## src/rtl/id_ex_stage_if.sv

```systemverilog
// Bundle of the decode-side, forwarding, and ALU-side signals of the ID/EX pipeline register.
// master: the surrounding pipeline (decode, hazard/forward sources, ALU). slave: the stage.
interface id_ex_stage_if #(
  parameter int D_WIDTH = 32,
  parameter int OP_SIZE = 4,
  parameter int R_ADDR  = 5
);
  logic               id_valid;
  logic               id_ready;
  logic [OP_SIZE-1:0] id_alu_op;
  logic [R_ADDR-1:0]  id_rs1;
  logic [R_ADDR-1:0]  id_rs2;
  logic [R_ADDR-1:0]  id_rd;
  logic [D_WIDTH-1:0] id_rs1_data;
  logic [D_WIDTH-1:0] id_rs2_data;
  logic [D_WIDTH-1:0] id_imm;
  logic               id_use_imm;
  logic               id_reg_write;

  logic               exm_reg_write;
  logic [R_ADDR-1:0]  exm_rd;
  logic [D_WIDTH-1:0] exm_data;
  logic               mwb_reg_write;
  logic [R_ADDR-1:0]  mwb_rd;
  logic [D_WIDTH-1:0] mwb_data;

  logic               flush;

  logic               ex_ready;
  logic               ex_valid;
  logic [OP_SIZE-1:0] ex_alu_op;
  logic [D_WIDTH-1:0] ex_a;
  logic [D_WIDTH-1:0] ex_b;
  logic [D_WIDTH-1:0] ex_rs2_data;
  logic [R_ADDR-1:0]  ex_rd;
  logic               ex_reg_write;
  logic [1:0]         ex_fwd_a;
  logic [1:0]         ex_fwd_b;

  modport master (
    output id_valid, id_alu_op, id_rs1, id_rs2, id_rd, id_rs1_data, id_rs2_data,
           id_imm, id_use_imm, id_reg_write,
           exm_reg_write, exm_rd, exm_data, mwb_reg_write, mwb_rd, mwb_data,
           flush, ex_ready,
    input  id_ready, ex_valid, ex_alu_op, ex_a, ex_b, ex_rs2_data, ex_rd,
           ex_reg_write, ex_fwd_a, ex_fwd_b
  );

  modport slave (
    input  id_valid, id_alu_op, id_rs1, id_rs2, id_rd, id_rs1_data, id_rs2_data,
           id_imm, id_use_imm, id_reg_write,
           exm_reg_write, exm_rd, exm_data, mwb_reg_write, mwb_rd, mwb_data,
           flush, ex_ready,
    output id_ready, ex_valid, ex_alu_op, ex_a, ex_b, ex_rs2_data, ex_rd,
           ex_reg_write, ex_fwd_a, ex_fwd_b
  );
endinterface

```

## src/rtl/id_ex_stage.sv

```systemverilog
// ID/EX pipeline register: resolves operand forwarding at capture time and presents
// registered ALU operation/operands under valid/ready with stall hold and flush.
module id_ex_stage #(
  parameter int D_WIDTH = 32,
  parameter int OP_SIZE = 4,
  parameter int R_ADDR  = 5
) (
  input  logic         clk,
  input  logic         rst_n,
  id_ex_stage_if.slave bus
);

  localparam logic [1:0] FWD_RF  = 2'd0;
  localparam logic [1:0] FWD_EXM = 2'd1;
  localparam logic [1:0] FWD_MWB = 2'd2;

  logic               ex_valid_q;
  logic [OP_SIZE-1:0] ex_alu_op_q;
  logic [D_WIDTH-1:0] ex_a_q;
  logic [D_WIDTH-1:0] ex_b_q;
  logic [D_WIDTH-1:0] ex_rs2_data_q;
  logic [R_ADDR-1:0]  ex_rd_q;
  logic               ex_reg_write_q;
  logic [1:0]         ex_fwd_a_q;
  logic [1:0]         ex_fwd_b_q;

  logic               id_ready_w;
  logic               transfer;
  logic [D_WIDTH-1:0] rs1_fwd;
  logic [D_WIDTH-1:0] rs2_fwd;
  logic [1:0]         rs1_src;
  logic [1:0]         rs2_src;

  assign id_ready_w = bus.ex_ready | ~ex_valid_q;
  assign transfer   = bus.id_valid & id_ready_w;

  // EX/MEM wins over MEM/WB; register 0 never takes a forwarded value.
  always_comb begin
    rs1_src = FWD_RF;
    rs1_fwd = bus.id_rs1_data;
    if (bus.exm_reg_write && (bus.exm_rd == bus.id_rs1) && (bus.id_rs1 != '0)) begin
      rs1_src = FWD_EXM;
      rs1_fwd = bus.exm_data;
    end else if (bus.mwb_reg_write && (bus.mwb_rd == bus.id_rs1) && (bus.id_rs1 != '0)) begin
      rs1_src = FWD_MWB;
      rs1_fwd = bus.mwb_data;
    end
  end

  always_comb begin
    rs2_src = FWD_RF;
    rs2_fwd = bus.id_rs2_data;
    if (bus.exm_reg_write && (bus.exm_rd == bus.id_rs2) && (bus.id_rs2 != '0)) begin
      rs2_src = FWD_EXM;
      rs2_fwd = bus.exm_data;
    end else if (bus.mwb_reg_write && (bus.mwb_rd == bus.id_rs2) && (bus.id_rs2 != '0)) begin
      rs2_src = FWD_MWB;
      rs2_fwd = bus.mwb_data;
    end
  end

  // Flush beats capture: a same-cycle transfer is accepted but dropped.
  always_ff @(posedge clk or negedge rst_n) begin
    if (!rst_n) begin
      ex_valid_q     <= 1'b0;
      ex_alu_op_q    <= '0;
      ex_a_q         <= '0;
      ex_b_q         <= '0;
      ex_rs2_data_q  <= '0;
      ex_rd_q        <= '0;
      ex_reg_write_q <= 1'b0;
      ex_fwd_a_q     <= FWD_RF;
      ex_fwd_b_q     <= FWD_RF;
    end else if (bus.flush) begin
      ex_valid_q     <= 1'b0;
      ex_reg_write_q <= 1'b0;
    end else if (transfer) begin
      ex_valid_q     <= 1'b1;
      ex_alu_op_q    <= bus.id_alu_op;
      ex_a_q         <= rs1_fwd;
      ex_b_q         <= bus.id_use_imm ? bus.id_imm : rs2_fwd;
      ex_rs2_data_q  <= rs2_fwd;
      ex_rd_q        <= bus.id_rd;
      ex_reg_write_q <= bus.id_reg_write;
      ex_fwd_a_q     <= rs1_src;
      ex_fwd_b_q     <= rs2_src;
    end else if (bus.ex_ready) begin
      ex_valid_q     <= 1'b0;
      ex_reg_write_q <= 1'b0;
    end
  end

  assign bus.id_ready     = id_ready_w;
  assign bus.ex_valid     = ex_valid_q;
  assign bus.ex_alu_op    = ex_alu_op_q;
  assign bus.ex_a         = ex_a_q;
  assign bus.ex_b         = ex_b_q;
  assign bus.ex_rs2_data  = ex_rs2_data_q;
  assign bus.ex_rd        = ex_rd_q;
  assign bus.ex_reg_write = ex_reg_write_q;
  assign bus.ex_fwd_a     = ex_fwd_a_q;
  assign bus.ex_fwd_b     = ex_fwd_b_q;

endmodule

```

## src/flat_wrapper.sv

```systemverilog
// flat-port wrapper written by rule: the top's interface ports become plain ports
module id_ex_stage_flat 
#(
  parameter int D_WIDTH = 32,
  parameter int OP_SIZE = 4,
  parameter int R_ADDR  = 5
)
  (clk, rst_n, bus_id_valid, bus_id_alu_op, bus_id_rs1, bus_id_rs2, bus_id_rd, bus_id_rs1_data, bus_id_rs2_data, bus_id_imm, bus_id_use_imm, bus_id_reg_write, bus_exm_reg_write, bus_exm_rd, bus_exm_data, bus_mwb_reg_write, bus_mwb_rd, bus_mwb_data, bus_flush, bus_ex_ready, bus_id_ready, bus_ex_valid, bus_ex_alu_op, bus_ex_a, bus_ex_b, bus_ex_rs2_data, bus_ex_rd, bus_ex_reg_write, bus_ex_fwd_a, bus_ex_fwd_b);
  id_ex_stage_if #(.D_WIDTH(D_WIDTH), .OP_SIZE(OP_SIZE), .R_ADDR(R_ADDR)) bus_i ();
  input  logic clk;
  input  logic rst_n;
  input wire logic [$bits(bus_i.id_valid)-1:0] bus_id_valid;
  input wire logic [$bits(bus_i.id_alu_op)-1:0] bus_id_alu_op;
  input wire logic [$bits(bus_i.id_rs1)-1:0] bus_id_rs1;
  input wire logic [$bits(bus_i.id_rs2)-1:0] bus_id_rs2;
  input wire logic [$bits(bus_i.id_rd)-1:0] bus_id_rd;
  input wire logic [$bits(bus_i.id_rs1_data)-1:0] bus_id_rs1_data;
  input wire logic [$bits(bus_i.id_rs2_data)-1:0] bus_id_rs2_data;
  input wire logic [$bits(bus_i.id_imm)-1:0] bus_id_imm;
  input wire logic [$bits(bus_i.id_use_imm)-1:0] bus_id_use_imm;
  input wire logic [$bits(bus_i.id_reg_write)-1:0] bus_id_reg_write;
  input wire logic [$bits(bus_i.exm_reg_write)-1:0] bus_exm_reg_write;
  input wire logic [$bits(bus_i.exm_rd)-1:0] bus_exm_rd;
  input wire logic [$bits(bus_i.exm_data)-1:0] bus_exm_data;
  input wire logic [$bits(bus_i.mwb_reg_write)-1:0] bus_mwb_reg_write;
  input wire logic [$bits(bus_i.mwb_rd)-1:0] bus_mwb_rd;
  input wire logic [$bits(bus_i.mwb_data)-1:0] bus_mwb_data;
  input wire logic [$bits(bus_i.flush)-1:0] bus_flush;
  input wire logic [$bits(bus_i.ex_ready)-1:0] bus_ex_ready;
  output wire logic [$bits(bus_i.id_ready)-1:0] bus_id_ready;
  output wire logic [$bits(bus_i.ex_valid)-1:0] bus_ex_valid;
  output wire logic [$bits(bus_i.ex_alu_op)-1:0] bus_ex_alu_op;
  output wire logic [$bits(bus_i.ex_a)-1:0] bus_ex_a;
  output wire logic [$bits(bus_i.ex_b)-1:0] bus_ex_b;
  output wire logic [$bits(bus_i.ex_rs2_data)-1:0] bus_ex_rs2_data;
  output wire logic [$bits(bus_i.ex_rd)-1:0] bus_ex_rd;
  output wire logic [$bits(bus_i.ex_reg_write)-1:0] bus_ex_reg_write;
  output wire logic [$bits(bus_i.ex_fwd_a)-1:0] bus_ex_fwd_a;
  output wire logic [$bits(bus_i.ex_fwd_b)-1:0] bus_ex_fwd_b;
  assign bus_i.id_valid = bus_id_valid;
  assign bus_i.id_alu_op = bus_id_alu_op;
  assign bus_i.id_rs1 = bus_id_rs1;
  assign bus_i.id_rs2 = bus_id_rs2;
  assign bus_i.id_rd = bus_id_rd;
  assign bus_i.id_rs1_data = bus_id_rs1_data;
  assign bus_i.id_rs2_data = bus_id_rs2_data;
  assign bus_i.id_imm = bus_id_imm;
  assign bus_i.id_use_imm = bus_id_use_imm;
  assign bus_i.id_reg_write = bus_id_reg_write;
  assign bus_i.exm_reg_write = bus_exm_reg_write;
  assign bus_i.exm_rd = bus_exm_rd;
  assign bus_i.exm_data = bus_exm_data;
  assign bus_i.mwb_reg_write = bus_mwb_reg_write;
  assign bus_i.mwb_rd = bus_mwb_rd;
  assign bus_i.mwb_data = bus_mwb_data;
  assign bus_i.flush = bus_flush;
  assign bus_i.ex_ready = bus_ex_ready;
  assign bus_id_ready = bus_i.id_ready;
  assign bus_ex_valid = bus_i.ex_valid;
  assign bus_ex_alu_op = bus_i.ex_alu_op;
  assign bus_ex_a = bus_i.ex_a;
  assign bus_ex_b = bus_i.ex_b;
  assign bus_ex_rs2_data = bus_i.ex_rs2_data;
  assign bus_ex_rd = bus_i.ex_rd;
  assign bus_ex_reg_write = bus_i.ex_reg_write;
  assign bus_ex_fwd_a = bus_i.ex_fwd_a;
  assign bus_ex_fwd_b = bus_i.ex_fwd_b;
  id_ex_stage #(.D_WIDTH(D_WIDTH), .OP_SIZE(OP_SIZE), .R_ADDR(R_ADDR)) u_core (.clk(clk), .rst_n(rst_n), .bus(bus_i));
endmodule
```

## config.mk

```make
export PLATFORM = sky130hd
export DESIGN_NAME = id_ex_stage_flat
export DESIGN_NICKNAME = d
export VERILOG_FILES = /design/src/rtl/id_ex_stage_if.sv /design/src/rtl/id_ex_stage.sv /design/src/flat_wrapper.sv
export SDC_FILE = /design/constraint.sdc
export NUM_CORES = 1
export LEC_CHECK = 0
export ABC_AREA = 1
export CORE_ASPECT_RATIO = 1.1
export CORE_MARGIN = 8
export CORE_UTILIZATION = 30
export DETAILED_ROUTE_END_ITERATION = 8
export GPL_ROUTABILITY_DRIVEN = 0
export PLACE_DENSITY = 0.68
export SYNTH_ARGS = -nofsm -noshare
export SYNTH_HDL_FRONTEND = slang
export SYNTH_SLANG_ARGS = --single-unit
```

## constraint.sdc

```tcl
create_clock -name clk -period 1.48 [get_ports clk]
set_input_delay 0.296 -clock clk [delete_from_list [all_inputs] [get_ports clk]]
set_output_delay 0.296 -clock clk [all_outputs]
set_load 0.01 [all_outputs]
```

==> metrics.csv <==
metric;value;unit
status;finished, final reports clean;
Post-route DRC;0;
cells after synthesis;1130;
total gr overflow;0;
Yosys cell types;23;
Seq pwr share;38.9;%
Worst path max stage delay;0.21;ns
DR vias/cell;4.877;
Final period util;99.55;%
Clock Skews;0.008777;ns
PwrDens;780.9;nW/um2
Avg Inst Size Synth;6.183;um2
TritonRoute pass-1 iters;7;
Synth Register Bits;111;
worst path required time;1.72;ns
die span in y;176.1;um
switching share of power;34.00;%
Worst Hold Class;in -> reg;
clock sinks;111;
P_int;6.374;mW
max-slew violations;0;
startpoint types;primary input;
final setup fails;0;
DP HPWL;23650;um
sw power;3.283;mW
core area;22860;um2
top-area cell type share of the netlist area;39.76;%
site row count;58;
DR iter-0 viols;613;
Worst Setup End Kind;flop;
Clock Latency Late Sink;0.35;ns
Total GRT Usage;22.09;%
Rel. slew slack;69.21;%
WS Path Type;in -> reg;
clk root buf;clkbuf_16;
Inst Count DP;1734;
Vias;8740;
number of fill cells in the layout;2220;
die area;28430;um2
Layout area overhead;77.01;%
H-tree levels;3;
post-synth net total;1328;
CP max stage cell;dlygate4sd2_1;
initial core utilization;30.56;%
placed inst area;10940;um2
CTS tree;yes;
IO Pins;310;
fin nets;1684;
register area share after synthesis;39.76;%
Comb pwr share;35.1;%
vias in the first global route;8659;
layout cells sized above 1;15.36;%
Synthesis Warnings;0;
overall die width;161.5;um
endpoints failing hold;0;
Max Buffers Root-to-Sink;2;
CTS Buf Count;9;
WL per Instance;19.91;um
Fmax achieved;678.7;MHz
Post-Layout Cell Count;1792;
Max-Cap Viols;0;
Reg clk slew, reported paths;0.08;ns
crit path DAT;1.71;ns
antenna-violating nets left;0;
critical path peak fanout;8;
largest net degree at the start of global routing;50;
clock network power share;26.0;%
Worst-Margin Slew;0.4619;ns
Port Buffers;309;
static leakage;6.837;nW
cell area after layout;12370;um2
peak supply drop;0.6877;mV
FF-to-FF setup slack;0.08;ns
crit path cell chain;dlygate4sd2_1 > inv_1 > a21oi_2 > nand2_2 > nor2_4 > buf_12 > clkbuf_16 > nand3_1 > nand3_2 > nand3_1 > nand2_1 > nand2_1;
Synth area leaders;dfrtp_1 (40%), nand2_1 (28%), nand3_1 (14%), inv_1 (7.8%), nor2_1 (3.8%);
Final min period;1.473;ns
first-pass GRT wire length;48910;um
area leader, netlist;dfrtp_1;
initial antenna violation count;2;
Routed WL;35690;um
mapped cell area;6987;um2
RSZ-0062 raised after global routing;true;
==> Yosys cell counts <==
master      n
nor3_2      2
o22ai_1     2
inv_2       5
dfrtp_1   111
buf_2      35
inv_1     145
clkbuf_1   24
o21ai_0     4
a32o_1      1
buf_1       3
a21oi_1     2
nand3_2     1
o21ai_1     1
nand2_1   513
nand3_1   197
o21a_1      2
o211ai_1    1
xnor2_1     3
nor4_2      1
xor2_1      2
nor2_2      3
nor2_1     71
or2_2       1
==> critical path, delay by kind of cell <==
family | cells | cell delay, ns
AO/OA/AOI/OAI | 1 | 0.11
AND/OR/NAND/NOR | 7 | 0.68
buffers and inverters | 4 | 0.63
==> kinds of logic (layout without fill, tap and decap cells) <==
kind of cell,Yosys count,in the layout,share of synthesized area (%)
simple gates,789,789,46.45
buf+inv,212,573,12.02
flops,111,111,39.76
compound gates,13,13,1.146
xor+xnor,5,5,0.6269
other cells,0,1,0
==> layer usage <==
metal	GRT usage [%]	vias to the layer above	routed length [um]	part of all wire [%]
li1	-	4152	-	-
met1	25.80	4042	14200	40
met2	36.98	452	16590	46
met3	6.522	92	3264	9.1
met4	9.961	2	1617	4.5
met5	0	-	13	0.036
==> registers in the layout (all words and copies together) (netlist names) <==
name                     flops
u_core.bus.ex_a             32
u_core.bus.ex_alu_op         4
u_core.bus.ex_b             32
u_core.bus.ex_fwd_a          2
u_core.bus.ex_fwd_b          2
u_core.bus.ex_rd             5
u_core.bus.ex_reg_write      1
u_core.bus.ex_rs2_data      32
u_core.bus.ex_valid          1
==> power groups by stage <==
stage,clock (mW),combinational (mW),sequential [mW]
6_report,2.51,3.39,3.76
5_1_grt,2.67,3.68,3.81
4_1_cts,2.59,3.14,3.76
3_5_place_dp,0,3.37,3.83
3_3_place_gp,0,3.34,3.83
2_1_floorplan,0,0.982,4.03
==> path summary, 6_finish.rpt <==
path	startpoint	to	depth (start not counted)
max in group asynchronous	rst_n	u_core.bus.ex_rs2_data[7]	3
max reg2reg	u_core.bus.ex_valid	u_core.bus.ex_b[1]	8
min reg2reg	u_core.bus.ex_alu_op[1]	u_core.bus.ex_alu_op[1]	2
min in group asynchronous	rst_n	u_core.bus.ex_rs2_data[5]	2
min	bus_ex_ready	u_core.bus.ex_reg_write	3
max	bus_mwb_reg_write	u_core.bus.ex_b[18]	12
==> layout make-up <==
cell class / instances / area (um2) / area share (%)
well taps: 300 / 375.4 / 3.035
repair buffers: 407 / 4521 / 36.55
clock inverters: 5 / 40.04 / 0.3238
clock buffers: 11 / 242.7 / 1.963
flip-flops and latches: 111 / 2778 / 22.46
diodes: 1 / 2.502 / 0.02023
multi-input cells: 807 / 3837 / 31.03
inverters: 150 / 570.5 / 4.614
==> placed cells by master, fill, tap and decap left out, drive strengths merged, types with 3 or more instances in the layout <==
cell	count
buf	87
clkbuf	37
clkdlybuf4s15	5
clkdlybuf4s50	173
dfrtp	111
dlygate4sd2	113
inv	153
nand2	513
nand3	198
nor2	74
o21ai	5
xnor2	3
==> metrics by stage <==
step	total power, mW	hold slack [ns]	worst slack, ns	setup TNS, ns	utilization (%)
6_report	9.657	0.3534	0.006639	0	54.10
4_1_cts	9.493	0.4144	0.001700	0	50.45
5_1_grt	10.16	0.3757	-0.05990	-1.125	54.10
3_5_place_dp	7.195	0.2851	-0.6691	-58.66	47.88
2_1_floorplan	5.010	0.0004090	0.01982	0	-
3_3_place_gp	7.165	0.2701	-0.6373	-56.43	47.88
==> timing repair <==
action	in CTS	in global routing
gates resized for setup	198	123
hold buffers	1	0
setup endpoints to repair	211	96
gates cloned	8	18
pin swaps	19	38
buffers inserted	8	7
hold endpoints to repair	15	0
No activity file was read; power rests on OpenSTA's default activity.
